File: src/rtl/bin_to_bcd_scan_if.sv
// Request/result bundle between a binary source, the BCD converter and the 7-segment scanner.
// The master drives start/bin. The slave (converter) drives status and display outputs.
interface bin_to_bcd_scan_if #(
    parameter int unsigned DATA_W = 8,
    parameter int unsigned DIGITS = 3
) ();
    logic                  start;
    logic [DATA_W-1:0]     bin;
    logic                  busy;
    logic                  done;
    logic [4*DIGITS-1:0]   bcd_all;
    logic [3:0]            bcd;
    logic                  mode;
    logic [DIGITS-1:0]     dig_sel;

    modport master (
        output start, bin,
        input  busy, done, bcd_all, bcd, mode, dig_sel
    );

    modport slave (
        input  start, bin,
        output busy, done, bcd_all, bcd, mode, dig_sel
    );
endinterface

File: src/rtl/bin_to_bcd_scan.sv
// Iterative double-dabble binary-to-BCD converter with a held display register and a
// free-running one-hot digit scanner feeding a 7-segment decoder.
module bin_to_bcd_scan #(
    parameter int unsigned DATA_W   = 8,
    parameter int unsigned DIGITS   = 3,
    parameter int unsigned SCAN_DIV = 50000
) (
    input logic             clk,
    input logic             rst_n,
    bin_to_bcd_scan_if.slave bus
);
    localparam int unsigned BCD_W = 4 * DIGITS;
    localparam int unsigned CNT_W = $clog2(DATA_W + 1);
    localparam int unsigned IDX_W = (DIGITS > 1) ? $clog2(DIGITS) : 1;
    localparam int unsigned PRE_W = (SCAN_DIV > 1) ? $clog2(SCAN_DIV) : 1;

    localparam logic [1:0] StIdle  = 2'd0;
    localparam logic [1:0] StShift = 2'd1;
    localparam logic [1:0] StDone  = 2'd2;

    logic [1:0]        state_q, state_d;
    logic [DATA_W-1:0] shift_q, shift_d;
    logic [BCD_W-1:0]  scratch_q, scratch_d;
    logic [BCD_W-1:0]  adj;
    logic [CNT_W-1:0]  cnt_q, cnt_d;
    logic [BCD_W-1:0]  bcd_all_q, bcd_all_d;
    logic              valid_q, valid_d;

    logic [PRE_W-1:0]  presc_q, presc_d;
    logic [IDX_W-1:0]  idx_q, idx_d;
    logic [DIGITS-1:0] dig_sel_q, dig_sel_d;
    logic [3:0]        bcd_q, bcd_d;

    // Per-nibble add-3 correction; nibbles never carry into each other.
    always_comb begin
        adj = scratch_q;
        for (int unsigned i = 0; i < DIGITS; i++) begin
            if (scratch_q[4*i +: 4] >= 4'd5) begin
                adj[4*i +: 4] = scratch_q[4*i +: 4] + 4'd3;
            end
        end
    end

    always_comb begin
        state_d   = state_q;
        shift_d   = shift_q;
        scratch_d = scratch_q;
        cnt_d     = cnt_q;
        bcd_all_d = bcd_all_q;
        valid_d   = valid_q;
        case (state_q)
            StIdle: begin
                if (bus.start) begin
                    shift_d   = bus.bin;
                    scratch_d = '0;
                    cnt_d     = CNT_W'(DATA_W);
                    state_d   = StShift;
                end
            end
            StShift: begin
                {scratch_d, shift_d} = {adj, shift_q} << 1;
                cnt_d = cnt_q - CNT_W'(1);
                // Display register is loaded on the last shift so it is valid during done.
                if (cnt_q == CNT_W'(1)) begin
                    state_d   = StDone;
                    bcd_all_d = scratch_d;
                    valid_d   = 1'b1;
                end
            end
            StDone:  state_d = StIdle;
            default: state_d = StIdle;
        endcase
    end

    always_comb begin
        presc_d = presc_q + PRE_W'(1);
        idx_d   = idx_q;
        if (presc_q == PRE_W'(SCAN_DIV - 1)) begin
            presc_d = '0;
            idx_d   = (idx_q == IDX_W'(DIGITS - 1)) ? '0 : idx_q + IDX_W'(1);
        end
        dig_sel_d = '0;
        bcd_d     = 4'd0;
        for (int unsigned i = 0; i < DIGITS; i++) begin
            if (idx_d == IDX_W'(i)) begin
                dig_sel_d[i] = 1'b1;
                bcd_d        = bcd_all_q[4*i +: 4];
            end
        end
    end

    always_ff @(posedge clk or negedge rst_n) begin
        if (!rst_n) begin
            state_q   <= StIdle;
            shift_q   <= '0;
            scratch_q <= '0;
            cnt_q     <= '0;
            bcd_all_q <= '0;
            valid_q   <= 1'b0;
            presc_q   <= '0;
            idx_q     <= '0;
            dig_sel_q <= DIGITS'(1);
            bcd_q     <= 4'd0;
        end else begin
            state_q   <= state_d;
            shift_q   <= shift_d;
            scratch_q <= scratch_d;
            cnt_q     <= cnt_d;
            bcd_all_q <= bcd_all_d;
            valid_q   <= valid_d;
            presc_q   <= presc_d;
            idx_q     <= idx_d;
            dig_sel_q <= dig_sel_d;
            bcd_q     <= bcd_d;
        end
    end

    assign bus.busy    = (state_q == StShift);
    assign bus.done    = (state_q == StDone);
    assign bus.bcd_all = bcd_all_q;
    assign bus.bcd     = bcd_q;
    assign bus.mode    = valid_q;
    assign bus.dig_sel = dig_sel_q;
endmodule

File: src/flat_wrapper.sv
// flat-port wrapper written by rule: the top's interface ports become plain ports
module bin_to_bcd_scan_flat 
#(
    parameter int unsigned DATA_W   = 8,
    parameter int unsigned DIGITS   = 3,
    parameter int unsigned SCAN_DIV = 50000
)
  (clk, rst_n, bus_start, bus_bin, bus_busy, bus_done, bus_bcd_all, bus_bcd, bus_mode, bus_dig_sel);
  bin_to_bcd_scan_if #(.DATA_W(DATA_W), .DIGITS(DIGITS)) bus_i ();
  input logic clk;
  input logic rst_n;
  input wire logic [$bits(bus_i.start)-1:0] bus_start;
  input wire logic [$bits(bus_i.bin)-1:0] bus_bin;
  output wire logic [$bits(bus_i.busy)-1:0] bus_busy;
  output wire logic [$bits(bus_i.done)-1:0] bus_done;
  output wire logic [$bits(bus_i.bcd_all)-1:0] bus_bcd_all;
  output wire logic [$bits(bus_i.bcd)-1:0] bus_bcd;
  output wire logic [$bits(bus_i.mode)-1:0] bus_mode;
  output wire logic [$bits(bus_i.dig_sel)-1:0] bus_dig_sel;
  assign bus_i.start = bus_start;
  assign bus_i.bin = bus_bin;
  assign bus_busy = bus_i.busy;
  assign bus_done = bus_i.done;
  assign bus_bcd_all = bus_i.bcd_all;
  assign bus_bcd = bus_i.bcd;
  assign bus_mode = bus_i.mode;
  assign bus_dig_sel = bus_i.dig_sel;
  bin_to_bcd_scan #(.DATA_W(DATA_W), .DIGITS(DIGITS), .SCAN_DIV(SCAN_DIV)) u_core (.clk(clk), .rst_n(rst_n), .bus(bus_i));
endmodule
File: config.mk
export PLATFORM = sky130hd
export DESIGN_NAME = bin_to_bcd_scan_flat
export DESIGN_NICKNAME = d
export VERILOG_FILES = /design/src/rtl/bin_to_bcd_scan_if.sv /design/src/rtl/bin_to_bcd_scan.sv /design/src/flat_wrapper.sv
export SDC_FILE = /design/constraint.sdc
export NUM_CORES = 1
export LEC_CHECK = 0
export ABC_AREA = 1
export BUFFER_PORTS_ARGS = -buffer_cell sky130_fd_sc_hd__buf_2
export CELL_PAD_IN_SITES_DETAIL_PLACEMENT = 1
export CELL_PAD_IN_SITES_GLOBAL_PLACEMENT = 1
export CORE_MARGIN = 2
export CORE_UTILIZATION = 40
export CTS_BUF_LIST = sky130_fd_sc_hd__clkbuf_16
export DETAILED_ROUTE_END_ITERATION = 6
export GPL_ROUTABILITY_DRIVEN = 0
export PLACE_DENSITY_LB_ADDON = 0.1
export SYNTH_ARGS = -nofsm -noshare
export SYNTH_HDL_FRONTEND = slang
export SYNTH_SLANG_ARGS = --single-unit
export TNS_END_PERCENT = 100
File: constraint.sdc
create_clock -name clk -period 1.5 [get_ports clk]
set_clock_uncertainty 0.15 [all_clocks]
set_input_delay 0.3 -clock clk [delete_from_list [all_inputs] [get_ports clk]]
set_output_delay 0.3 -clock clk [all_outputs]
set_load 0.02 [all_outputs]
==> results.ini, run 1 <==
[routing]
drt_iter0_markers = 145
met1_length_um = 4550
vias = 2836
met3_length_um = 284
drtPass1Iterations = 4
topRoutingLayerUsed = met4
drc = 0
vias_per_cell = 5.14
wire_per_inst_um = 19.2
wl_um = 10600
antenna_left = 0
wl_met2_um = 5620

[worst_setup_path]
reg2regPathDepth = 8
startpoint = u_core.presc_q[1]
endpoint = u_core.presc_q[12]
cp-end-kind = register
r2r_slack_ns = -0.12
path_max_fanout = 6
critical_path_class = reg2reg
required_ns = 1.56
cp_data_arrival_time_ns = 1.69
r2r_start = u_core.presc_q[1]
rr_endpoint = u_core.presc_q[12]
worstSetupStartpointType = register

[global_route]
grt_pass1_vias = 2924
overflow = 0
grt_max_degree = 47
antenna_found_initial = 0
grt_first_pass_wirelength_um = 14200
grtUsageTotal_pct = 21.9

[cts]
clk_latency_ns = 0.33
cts_buffers = 9
clk_pin_slew_ns = 0.05
clock_path_buffers = 2
cts_tree = done
h-tree-depth = 3
clock-sinks = 64
cts-root-buf = clkbuf_16

[die]
fp.dieW_um = 91.7
fp.dieH_um = 91.7
coreArea_mm2 = 0.00733
io_pins = 33
start_util_pct = 41.9
row_count = 31
die-area_mm2 = 0.00840

[synth]
synth_xor_xnor_area_share_pct = 2.85
netlist_area_mm2 = 0.00307
postSynthNetCount = 368
synth_compound_area_share_pct = 10.2
syn_inst = 348
yosys.area_share.simple_pct = 24.4
syn_area_per_cell_um2 = 8.83
synth_mux_area_share_pct = 0
ys_seq_area_share_pct = 52.1
synth_seq_cells = 64
synth-adder-area-share_pct = 3.66
synth_cell_type_count = 32
yosys_warnings = 0
synth_top_family_by_area = simple AND/OR/NAND/NOR gates

[timing]
grt_setup_unrepaired = true
finalSetupViolCount = 37
period_needed_ns = 1.62
slew_violations = 0
max-slew-margin-rel_pct = 81.1
worst_slack_ns = -0.123
period_share_pct = 108
fmax_mhz = 616
hold_viol = 0
tightestPinTransition_ns = 0.281

[cells_and_area]
fill_cells = 786
area_growth_pct = 52.5
fin_nets = 468
finalInstanceArea_mm2 = 0.00469
n_antenna_cell = 0
layout_commonest_cell = dfrtp_1
layout_common_cells = dfrtp_1 (61), buf_4 (51), nand2_1 (42)
drive_gt1_share_pct = 50.1

[place]
dp_worst_setup_slack_ns = -0.175
io_buffer_count = 32
placedInstanceArea_mm2 = 0.00363
dp.final_hpwl_um = 5600

[power]
p_leak_uw = 0.00225
ir_drop_mv = 1.12
power_uw = 9420
powerDensity_mw_per_mm2 = 2010

[worst_hold_path]
hold_class = in2reg

[run_status]
status = complete, but fails checks
failed_checks = negative setup slack

[run]
drv_cap = 0

## sequential cells by signal (all words and copies together) (netlist names)
| name | cells |
|---|---|
| u_core.presc_q | 16 |
| u_core.bus.bcd | 4 |
| u_core.bus.bcd_all | 12 |
| u_core.state_q | 2 |
| u_core.scratch_q | 12 |
| u_core.bus.mode | 1 |
| u_core.shift_q | 8 |
| u_core.cnt_q | 4 |
| u_core.bus.dig_sel | 3 |
| u_core.idx_q | 2 |
## through the flow
stage	hold slack, ns	setup TNS (ns)	std cells	util (%)
floorplan	-0.146	0	348	-
global placement	0.171	-0.673	509	49.5
detailed placement	0.168	-2.21	509	49.5
CTS	0.0209	-0.403	534	56.7
global route	0.0414	-5.06	552	63.9
finish	0.0287	-2.14	552	63.9
## what timing repair did
item / in CTS / in global routing
hold buffers: 1 / 0
setup buffers: 8 / 15
hold endpoints to repair: 63 / 0
cloned: 0 / 3
resized for setup: 50 / 101
setup endpoints to repair: 35 / 47
pin swaps: 17 / 28
## layout make-up
| cell class | count | area (um^2) | share of cell area (%) |
|---|---|---|---|
| multi-input cells | 230 | 1730 | 36.8 |
| clock inverters | 7 | 86.3 | 1.84 |
| repair buffers | 94 | 723 | 15.4 |
| well taps | 99 | 124 | 2.64 |
| inverters | 49 | 198 | 4.22 |
| flip-flops and latches | 64 | 1610 | 34.2 |
| clock buffers | 9 | 225 | 4.81 |
## routing by layer
metal  track usage, %  vias to the layer above
met5                0                        -
met4             8.46                        0
met3             4.77                       12
met2             37.8                       59
met1             26.8                     1430
li1                 -                     1335
## worst min path at each step
stage	start	endpoint	slack (ns)	depth (start not counted)
5_1_grt	bus_bin[0]	u_core.shift_q[0]	0.04	3
6_report	bus_bin[4]	u_core.shift_q[4]	0.03	3
4_1_cts	bus_bin[4]	u_core.shift_q[4]	0.02	3
3_5_place_dp	rst_n	u_core.presc_q[8]	0.17	2
2_1_floorplan	rst_n	u_core.bus.bcd[0]	-0.15	0
3_3_place_gp	rst_n	u_core.presc_q[8]	0.17	2
## Yosys cell counts
cell      number  area, um^2
ha_1           9         113
buf_2          3        15.0
nand3_1       25         125
nor2_1        23        86.3
o22ai_1       10        62.6
nor2_2         5        31.3
clkinv_1       2        7.51
dfstp_2        1        26.3
nand3b_1       2        15.0
inv_2          1        3.75
clkinv_2       1        5.00
nor3_1         1        5.00
o21ai_1        8        40.0
nand4_1        4        25.0
o21ai_0       22         110
nor2_4         2        22.5
clkbuf_1       2        7.51
xnor2_1        1        8.76
dfrtp_1       63        1580
nor3_2         2        20.0
nand3_2        1        10.0
o221ai_1       4        35.0
nand2_1       74         278
inv_1         45         169
a21oi_1        7        35.0
nor3b_2        1        12.5
or2_2          3        18.8
o211ai_1       3        22.5
nand2_2        9        56.3
a22oi_1        1        7.51
nand2_4        4        45.0
xor2_1         9        78.8
## power by group
| part | internal (uW) | switching (uW) |
|---|---|---|
| sequential | 2230 | 451 |
| clock | 1440 | 807 |
| combinational | 1910 | 2570 |
| total | 5580 | 3830 |
## kinds of logic after synthesis
kind of cell             after synthesis
adder cells (fa/ha/maj)                9
buffers and inverters                 54
AND/OR/NAND/NOR                      156
XOR/XNOR                              10
AO/OA/AOI/OAI                         55
flip-flops                            64
## worst max-delay path, stage by stage (launching register included)
cell and delay, ns:
dfrtp_1 0.39, ha_4 0.18, nand3_4 0.13, nor2_4 0.19
nand2_4 0.12, o21ai_0 0.10, nand2_1 0.09, o21ai_1 0.10
inv_1 0.05
(Power assumes the default switching activity.)
==> run 2: changes to the inputs <==
--- a/config.mk
+++ b/config.mk
@@ -9,12 +9,14 @@
 export BUFFER_PORTS_ARGS = -buffer_cell sky130_fd_sc_hd__buf_2
 export CELL_PAD_IN_SITES_DETAIL_PLACEMENT = 1
 export CELL_PAD_IN_SITES_GLOBAL_PLACEMENT = 1
+export CORE_ASPECT_RATIO = 2
 export CORE_MARGIN = 2
 export CORE_UTILIZATION = 40
 export CTS_BUF_LIST = sky130_fd_sc_hd__clkbuf_16
 export DETAILED_ROUTE_END_ITERATION = 6
 export GPL_ROUTABILITY_DRIVEN = 0
 export PLACE_DENSITY_LB_ADDON = 0.1
+export SLEW_MARGIN = 20
 export SYNTH_ARGS = -nofsm -noshare
 export SYNTH_HDL_FRONTEND = slang
 export SYNTH_SLANG_ARGS = --single-unit
==> run 2 against run 1 <==
The run still ends with negative setup slack left. Register-to-register slack worse by 0.07 ns. Largest power group unchanged. Non-clock buffer count up 6. First-iteration DRC count down 27%.
==> results.ini, run 2 (synthesis gave the netlist of run 1 again) <==
[place]
dp_worst_setup_slack_ns = -0.192  ; -0.0172 ns
io_buffer_count = 32  ; unchanged
dp.final_hpwl_um = 6770  ; +21%

[timing]
worst_slack_ns = -0.197  ; -0.0741 ns
fmax_mhz = 589  ; -4.4%
tightestPinTransition_ns = 0.283  ; +0.00210 ns
max-slew-margin-rel_pct = 80.9  ; -0.14 points
period_needed_ns = 1.70  ; +0.0741 ns
period_share_pct = 113  ; +4.9 points
slew_violations = 0  ; unchanged
grt_setup_unrepaired = true
finalSetupViolCount = 39  ; +5.4%
hold_viol = 0  ; unchanged

[routing]
wl_um = 11100  ; +4.7%
drc = 0  ; unchanged
drt_iter0_markers = 106  ; -27%
vias = 2931  ; +3.3%
antenna_left = 0  ; unchanged
drtPass1Iterations = 4  ; unchanged
vias_per_cell = 5.29  ; +3.0%
wire_per_inst_um = 20.1  ; +4.4%

[cts]
clock_path_buffers = 2  ; unchanged
cts_buffers = 9  ; unchanged
cts_tree = done
clock-sinks = 64  ; unchanged
clk_latency_ns = 0.33  ; about the same
h-tree-depth = 3  ; unchanged
cts-root-buf = clkbuf_16
clk_pin_slew_ns = 0.05  ; about the same

[run]
drv_cap = 0  ; unchanged

[worst_setup_path]
path_max_fanout = 9  ; +3
r2r_start = u_core.presc_q[1]
path_cells = ha_4 -> nand3_4 -> nor2_4 -> nand2_4 -> nand2_2 -> nand2_4 -> nand3_1 -> nand3_1
cp-end-kind = register
cp_slowest_cell = dfrtp_1
startpoint = u_core.presc_q[1]
cp_slowest_stage_delay_ns = 0.42  ; +0.03 ns
worstSetupStartpointType = register
cp_data_arrival_time_ns = 1.75  ; +0.06 ns
critical_path_class = reg2reg
required_ns = 1.56  ; about the same

[worst_hold_path]
hold_class = in2reg
min_from = bus_bin[6]

[cells_and_area]
seq_area_mm2 = 0.00161  ; unchanged
layout_commonest_cell = dfrtp_1
fill_cells = 862  ; +9.7%
drive_gt1_share_pct = 53.5  ; +3.4 points
area_growth_pct = 55.6
n_antenna_cell = 0  ; unchanged
multi_input_area_mm2 = 0.00181  ; +4.9%
layout_common_cells = dfrtp_1 (61), buf_4 (53), nand2_1 (41)
top_register = u_core.presc_q
fin_nets = 475  ; +1.5%
largest_reg_flops = 16  ; unchanged

[die]
coreArea_mm2 = 0.00754  ; +2.9%
die-area_mm2 = 0.00845  ; +0.51%
start_util_pct = 40.7  ; -1.2 points
fp.dieH_um = 128  ; +40%
fp.dieW_um = 66.0  ; -28%
row_count = 45  ; +45%
io_pins = 33  ; unchanged

[power]
p_leak_uw = 0.00229  ; +2.0%
power_uw = 8730  ; -7.3%
powerDensity_mw_per_mm2 = 1830  ; -9.1%
ir_drop_mv = 1.17  ; +4.3%

[run_status]
failed_checks = negative setup slack
status = complete, but fails checks

[global_route]
overflow = 0  ; unchanged
antenna_found_initial = 0  ; unchanged
grtUsageTotal_pct = 24.4  ; +2.4 points
grt_first_pass_wirelength_um = 15000  ; +5.4%
grt_pass1_vias = 3099  ; +6.0%
grt_max_degree = 27  ; -43%

-- run 2: layout make-up --
type,count,area share [%]
sequential,64,33.6
inverter,49,4.19
tap,94,2.46
timing repair buffer,100,16.6
multi-input combinational,231,37.9
clock buffer,9,4.71
clock inverter,7,0.654
-- run 2: path summary, 6_finish.rpt --
kind | endpoint | slack (ns) | depth (start not counted)
min reg2reg | u_core.bus.mode | 0.34 | 1
max in group asynchronous | u_core.bus.dig_sel[0] | 0.47 | 3
max reg2reg | u_core.bus.bcd[1] | -0.20 | 8
min | u_core.shift_q[6] | 0.02 | 3
min in group asynchronous | u_core.presc_q[9] | 0.21 | 2
max | u_core.bus.bcd[1] | -0.20 | 8
-- run 2: report_power, final --
part,total (uW),switching [uW],internal [uW]
clock,1840,752,1080
sequential,2700,458,2240
combinational,4200,2370,1830
-- run 2: layer usage --
| metal | GRT usage [%] | share of wire [%] |
|---|---|---|
| met3 | 5.09 | 2.2 |
| met2 | 46.9 | 62 |
| met1 | 22.4 | 31 |
| met4 | 13.9 | 4.0 |
| met5 | 0 | 0 |
-- run 2: critical path, delay by kind of cell, from the launching register on --
kind	cells	cell delay (ns)
AND/OR/NAND/NOR	7	0.83
flip-flops	1	0.42
adder cells (fa/ha/maj)	1	0.19
-- run 2: repair_timing --
| item | in CTS | in global routing |
|---|---|---|
| buffers inserted | 12 | 11 |
| pin swaps | 27 | 28 |
| hold endpoints to repair | 63 | 0 |
| cloned | 0 | 5 |
| endpoints found under the setup margin | 40 | 58 |
| resized for setup | 71 | 109 |
| hold buffers | 1 | 0 |
-- run 2: per-stage QoR --
stage / hold WS, ns / utilization (%) / cells / TNS (ns) / instance area (um^2)
3_5_place_dp: 0.0233 / 48.6 / 509 / -2.66 / 3670
3_3_place_gp: 0.0253 / 48.6 / 509 / -0.975 / 3670
4_1_cts: 0.0184 / 56.6 / 538 / -0.681 / 4270
6_report: 0.0226 / 63.4 / 554 / -2.78 / 4780
2_1_floorplan: -0.146 / - / 348 / 0 / 3090
5_1_grt: 0.0233 / 63.4 / 554 / -5.48 / 4780
